===== config.mk =====
export PLATFORM = sky130hd
export DESIGN_NAME = dmem_arbiter
export DESIGN_NICKNAME = d
export VERILOG_FILES = /design/src/rtl/dmem_arbiter.sv
export SDC_FILE = /design/constraint.sdc
export NUM_CORES = 1
export LEC_CHECK = 0
export CAP_MARGIN = 30
export CORE_AREA = 2 2 140 142
export DETAILED_ROUTE_END_ITERATION = 6
export DIE_AREA = 0 0 142 144
export PLACE_DENSITY_LB_ADDON = 0.12
export SETUP_SLACK_MARGIN = 0.2
export SKIP_LAST_GASP = 1
export SYNTH_ARGS = -nofsm -noshare
export SYNTH_HDL_FRONTEND = slang
export SYNTH_SLANG_ARGS = --single-unit

===== constraint.sdc =====
create_clock -name clk -period 2.1 [get_ports clk]
set_clock_uncertainty 0.1 [all_clocks]
set_input_delay 0.315 -clock clk [delete_from_list [all_inputs] [get_ports clk]]
set_output_delay 0.315 -clock clk [all_outputs]
set_load 0.005 [all_outputs]

===== src/rtl/dmem_arbiter.sv =====
// dmem_arbiter
//   Shares the single-port data memory between the CPU MEM stage and a
//   debug/loader port. The CPU normally wins; a denied debug request is
//   guaranteed a grant on the following cycle. A debug tenure is capped at
//   DBG_BURST transfers, which bounds how long the CPU can be stalled.
//
//   Optional feature macro: DMEM_ARB_STATS_EN
//     defined   -> saturating 32-bit stall / debug-transfer counters are built
//     undefined -> stat_cpu_stall and stat_dbg_xfer are tied to zero
//
// Ports
//   clk, reset                     clock, synchronous active-high reset
//   cpu_req/we/a/wd, cpu_gnt       CPU request and grant
//   cpu_rd                         load data (combinational from mem_rd)
//   cpu_stall                      cpu_req & ~cpu_gnt, to the hazard unit
//   dbg_req/we/a/wd, dbg_gnt       debug request and grant
//   dbg_rvalid, dbg_rdata          registered debug read return
//   mem_we/a/wd, mem_rd            dmem interface (asynchronous read)
//   stat_cpu_stall, stat_dbg_xfer  statistics counters
//
// state    | meaning
// CPU_PRI  | CPU has priority; a colliding debug request is denied once
// DBG_TURN | debug has priority for up to DBG_BURST granted transfers

module dmem_arbiter #(
    parameter int DATA_W    = 32,
    parameter int ADDR_W    = 32,
    parameter int DBG_BURST = 4
) (
    input  logic              clk,
    input  logic              reset,
    input  logic              cpu_req,
    input  logic              cpu_we,
    input  logic [ADDR_W-1:0] cpu_a,
    input  logic [DATA_W-1:0] cpu_wd,
    output logic              cpu_gnt,
    output logic [DATA_W-1:0] cpu_rd,
    output logic              cpu_stall,
    input  logic              dbg_req,
    input  logic              dbg_we,
    input  logic [ADDR_W-1:0] dbg_a,
    input  logic [DATA_W-1:0] dbg_wd,
    output logic              dbg_gnt,
    output logic              dbg_rvalid,
    output logic [DATA_W-1:0] dbg_rdata,
    output logic              mem_we,
    output logic [ADDR_W-1:0] mem_a,
    output logic [DATA_W-1:0] mem_wd,
    input  logic [DATA_W-1:0] mem_rd,
    output logic [31:0]       stat_cpu_stall,
    output logic [31:0]       stat_dbg_xfer
);

    localparam int CNT_W = $clog2(DBG_BURST) + 1;
    localparam logic [CNT_W-1:0] BURST_LAST = CNT_W'(DBG_BURST - 1);

    typedef enum logic {
        CPU_PRI  = 1'b0,
        DBG_TURN = 1'b1
    } mode_t;

    mode_t            mode, mode_nxt;
    logic [CNT_W-1:0] burst_cnt, burst_cnt_nxt;

    always_ff @(posedge clk) begin
        if (reset) begin
            mode      <= CPU_PRI;
            burst_cnt <= '0;
        end else begin
            mode      <= mode_nxt;
            burst_cnt <= burst_cnt_nxt;
        end
    end

    // Grants are forced low during reset so nothing reaches dmem.
    always_comb begin
        cpu_gnt       = 1'b0;
        dbg_gnt       = 1'b0;
        mode_nxt      = mode;
        burst_cnt_nxt = burst_cnt;
        case (mode)
            CPU_PRI: begin
                cpu_gnt = cpu_req & ~reset;
                dbg_gnt = dbg_req & ~cpu_req & ~reset;
                if (cpu_req && dbg_req) begin
                    mode_nxt      = DBG_TURN;
                    burst_cnt_nxt = '0;
                end
            end
            DBG_TURN: begin
                dbg_gnt = dbg_req & ~reset;
                cpu_gnt = cpu_req & ~dbg_req & ~reset;
                // In this mode a pending debug request is always the one granted.
                if (!dbg_req || burst_cnt == BURST_LAST) begin
                    mode_nxt      = CPU_PRI;
                    burst_cnt_nxt = '0;
                end else begin
                    burst_cnt_nxt = burst_cnt + CNT_W'(1);
                end
            end
            default: begin
                mode_nxt      = CPU_PRI;
                burst_cnt_nxt = '0;
            end
        endcase
    end

    // With no grant the CPU address/data sit on the bus but mem_we stays low.
    assign mem_a     = dbg_gnt ? dbg_a  : cpu_a;
    assign mem_wd    = dbg_gnt ? dbg_wd : cpu_wd;
    assign mem_we    = (cpu_gnt & cpu_we) | (dbg_gnt & dbg_we);
    assign cpu_rd    = mem_rd;
    assign cpu_stall = cpu_req & ~cpu_gnt;

    always_ff @(posedge clk) begin
        if (reset) begin
            dbg_rvalid <= 1'b0;
            dbg_rdata  <= '0;
        end else begin
            dbg_rvalid <= dbg_gnt & ~dbg_we;
            if (dbg_gnt && !dbg_we) begin
                dbg_rdata <= mem_rd;
            end
        end
    end

`ifdef DMEM_ARB_STATS_EN
    logic [31:0] stall_q;
    logic [31:0] xfer_q;

    always_ff @(posedge clk) begin
        if (reset) begin
            stall_q <= '0;
            xfer_q  <= '0;
        end else begin
            if (cpu_stall && stall_q != 32'hFFFF_FFFF) begin
                stall_q <= stall_q + 32'd1;
            end
            if (dbg_gnt && xfer_q != 32'hFFFF_FFFF) begin
                xfer_q <= xfer_q + 32'd1;
            end
        end
    end

    assign stat_cpu_stall = stall_q;
    assign stat_dbg_xfer  = xfer_q;
`else
    assign stat_cpu_stall = 32'd0;
    assign stat_dbg_xfer  = 32'd0;
`endif

endmodule


==> impl_results.md <==
- HP Class: reg2reg
- Hold Vio Cnt, Final: 0
- Crit path buffers/inverters: 5
- Final non-filler cell total: 885
- Cell area after layout: between 6000 and 7000 µm²
- Final ANT Viol Nets: 0
- Max clock buf depth: 2
- Synth top area share: 22.8%
- Synth area leaders: dfxtp_1, buf_4, mux2_1
- Pwr Density: 386 nW/µm²
- Critical-path cell list: nor2b_4 -> or3_4 -> buf_6 -> buf_12 -> buf_8 -> buf_6 -> mux2_4 -> buf_6
- Crit share post-route: 119%
- WL final: 16900 µm
- Leakage power: 3.02 nW
- Status: finished, violations left
- Pre-CTS WS: -0.675 ns
- PortBufs: 298
- Hold_sp: burst_cnt[1]
- Worst hold stages: 2
- CP delay by family, top: buffers and inverters
- Post-route setup slack: -0.395 ns
- First-iteration detailed-routing DRC count: 115
- Most common cell after layout, fill and taps aside: clkdlybuf4s50_1
- Cell taking the most area after synthesis: dfxtp_1
- Share of layout cells above drive strength 1: about 27%
- Netlist cell types: 22
- Placed cell count: 841
- Io pins: 363
- CTS tree: built
- CP Launch Point: mode
- Reg-to-Reg End: dbg_rdata[29]
- RD Place Congestion: just under 0.9
- Critical Path AT: 2.08 ns
- Num rows: 51
- Pin count of the biggest net entering global routing: 34
- Placement Cell Area: 6030 µm²
- Register area share after synthesis: roughly 23%
- Worst flop-to-flop path startpoint: mode
- Startpoint Class: register
- Crit-path max cell delay: around 0.46 ns
- RSZ-0062 raised after global routing: yes
- Clock Sinks: 37
- Gr ovfl total: 0
- FF-to-FF setup slack: between 0.2 and 0.3 ns
- DRC viols: 0
- Critical Path RT: roughly 1.7 ns
- Worst-path maximum fanout: 8
- All-Layer GR Usage: 14.6%
- WS Path Type: reg2out
- Die width: roughly 140 µm
- Clk_lat worst skew: 0.27 ns
- Final Max Slew Viols: 0
- Most frequent cells in the layout: clkdlybuf4s50_1, conb_1, buf_6, dfxtp_1, inv_1
- Final setup fails: 66
- Via density: 3.98
- Clk slew on worst S/H paths: ~0.050 ns
- Initial Util: 17.0%
- R2r worst-path depth: 6
- Avg Inst Size Synth: 9.37 µm²
- Core Footprint: 19100 µm²
- Post-CTS Hold Buffers: 0
- Most frequent CP cell: buf_6
- Number of global-route vias before repair: 3384
- CTS Buf Count: 5
- Synthesized cell area: 3240 µm²
- Slowest stage cell, crit path: or3_4
- Area grow syn2layout: 107%
- Wire per inst: 19.1 µm
- Height of the die: 144 µm
- Finished Core Util: 35.2%
- Hpwl dp: between 10000 and 15000 µm
- Initial antenna violation count: 3
- Fmax: 401 MHz
- Violations in the final reports: setup timing
- Design Power: 2.59 mW
- First-pass GRT wire length: about 22000 µm
- Vias after detailed routing: 3522
- Drt pass-1 iters: 4
- Final min period: 2.49 ns
- CP Depth: 8
- Root Buffer: clkbuf_16
- Fin nets: 813
- Cell count after synthesis: 346
- Worst setup EP type: primary output
- Largest vdd supply drop: 0.228 mV
- CTS HTree Levels: 2
- Max-cap viol count: 0
- YS warnings: 0
- Crit path to: mem_wd[17]
- Post-synthesis register bit count: 37
- Die ar.: between 20000 and 25000 µm²
[state kept, by name (all words and copies together), names as in the netlist]
name,flops
dbg_rvalid,1
burst_cnt,3
mode,1
dbg_rdata,32
[timing repair]
action,in CTS,in global routing
pin swaps,0,2
resized for setup,120,163
endpoints found under the setup margin,72,66
cloned,2,2
buffers inserted,10,21
[worst reg2reg max path: cells and delay by family, from the launching register on]
| family | cells | cell delay (ns) |
|---|---|---|
| compound gates | 1 | 0.24 |
| buf+inv | 3 | 0.57 |
| flops | 1 | 0.35 |
| simple gates | 2 | 0.50 |
[kinds of logic (layout without fill, tap and decap cells)]
kind of cell / after synthesis / in the layout / share of synthesized area, %
simple gates: 13 / 13 / 2.12
mux: 64 / 64 / 22.2
compound gates: 70 / 70 / 20.1
fa+ha+maj: 2 / 2 / 0.772
buf+inv: 159 / 395 / 31.8
flops: 37 / 37 / 22.8
other cells: 1 / 66 / 0.116
[through the flow]
stage	hold WS (ns)	TNS, ns
2_1_floorplan	0.284	0
3_3_place_gp	0.339	-42.42
3_5_place_dp	0.356	-42.08
4_1_cts	0.363	-19.00
5_1_grt	0.383	-18.19
6_report	0.365	-15.25
[Yosys cell counts]
library cell,number
or3_1,3
buf_2,1
inv_2,1
nand2_1,4
o31ai_1,13
clkbuf_1,16
conb_1,1
o31ai_2,19
inv_1,35
dfxtp_1,37
buf_4,97
o311ai_0,32
mux2_1,64
a21oi_1,4
a22o_1,1
and3_1,1
ha_1,2
a2111oi_0,1
nor2_1,2
buf_6,9
nor2b_1,2
nand4b_1,1
[routing by layer]
layer / routed length, µm / GRT usage (%) / up-vias
met1: 6320 / 15.3 / 1663
met4: 278 / 3.21 / 2
met2: 8940 / 28.2 / 173
met5: 13 / 0 / -
met3: 1320 / 4.74 / 15
li1: - / - / 1669
[cell type report]
class,count,area [µm²]
Antenna cell,2,5.00
Sequential cell,37,742
Clock buffer,6,139
Tap cell,238,298
Timing Repair Buffer,352,3530
Clock inverter,1,7.51
Multi-Input combinational cell,213,1850
Inverter,36,140
Fill cell,1955,12400
[worst min path at each step]
stage                         to
floorplan           burst_cnt[0]
global placement    burst_cnt[2]
detailed placement  burst_cnt[1]
CTS                 burst_cnt[1]
global route        burst_cnt[1]
finish              burst_cnt[1]
[report_power, final]
group / internal, mW / switching (mW)
Clock: 0.466 / 0.291
Sequential: 0.729 / 0.0128
Combinational: 0.697 / 0.397
Total: 1.89 / 0.700
Note: power is estimated with default switching activity, not from simulation.
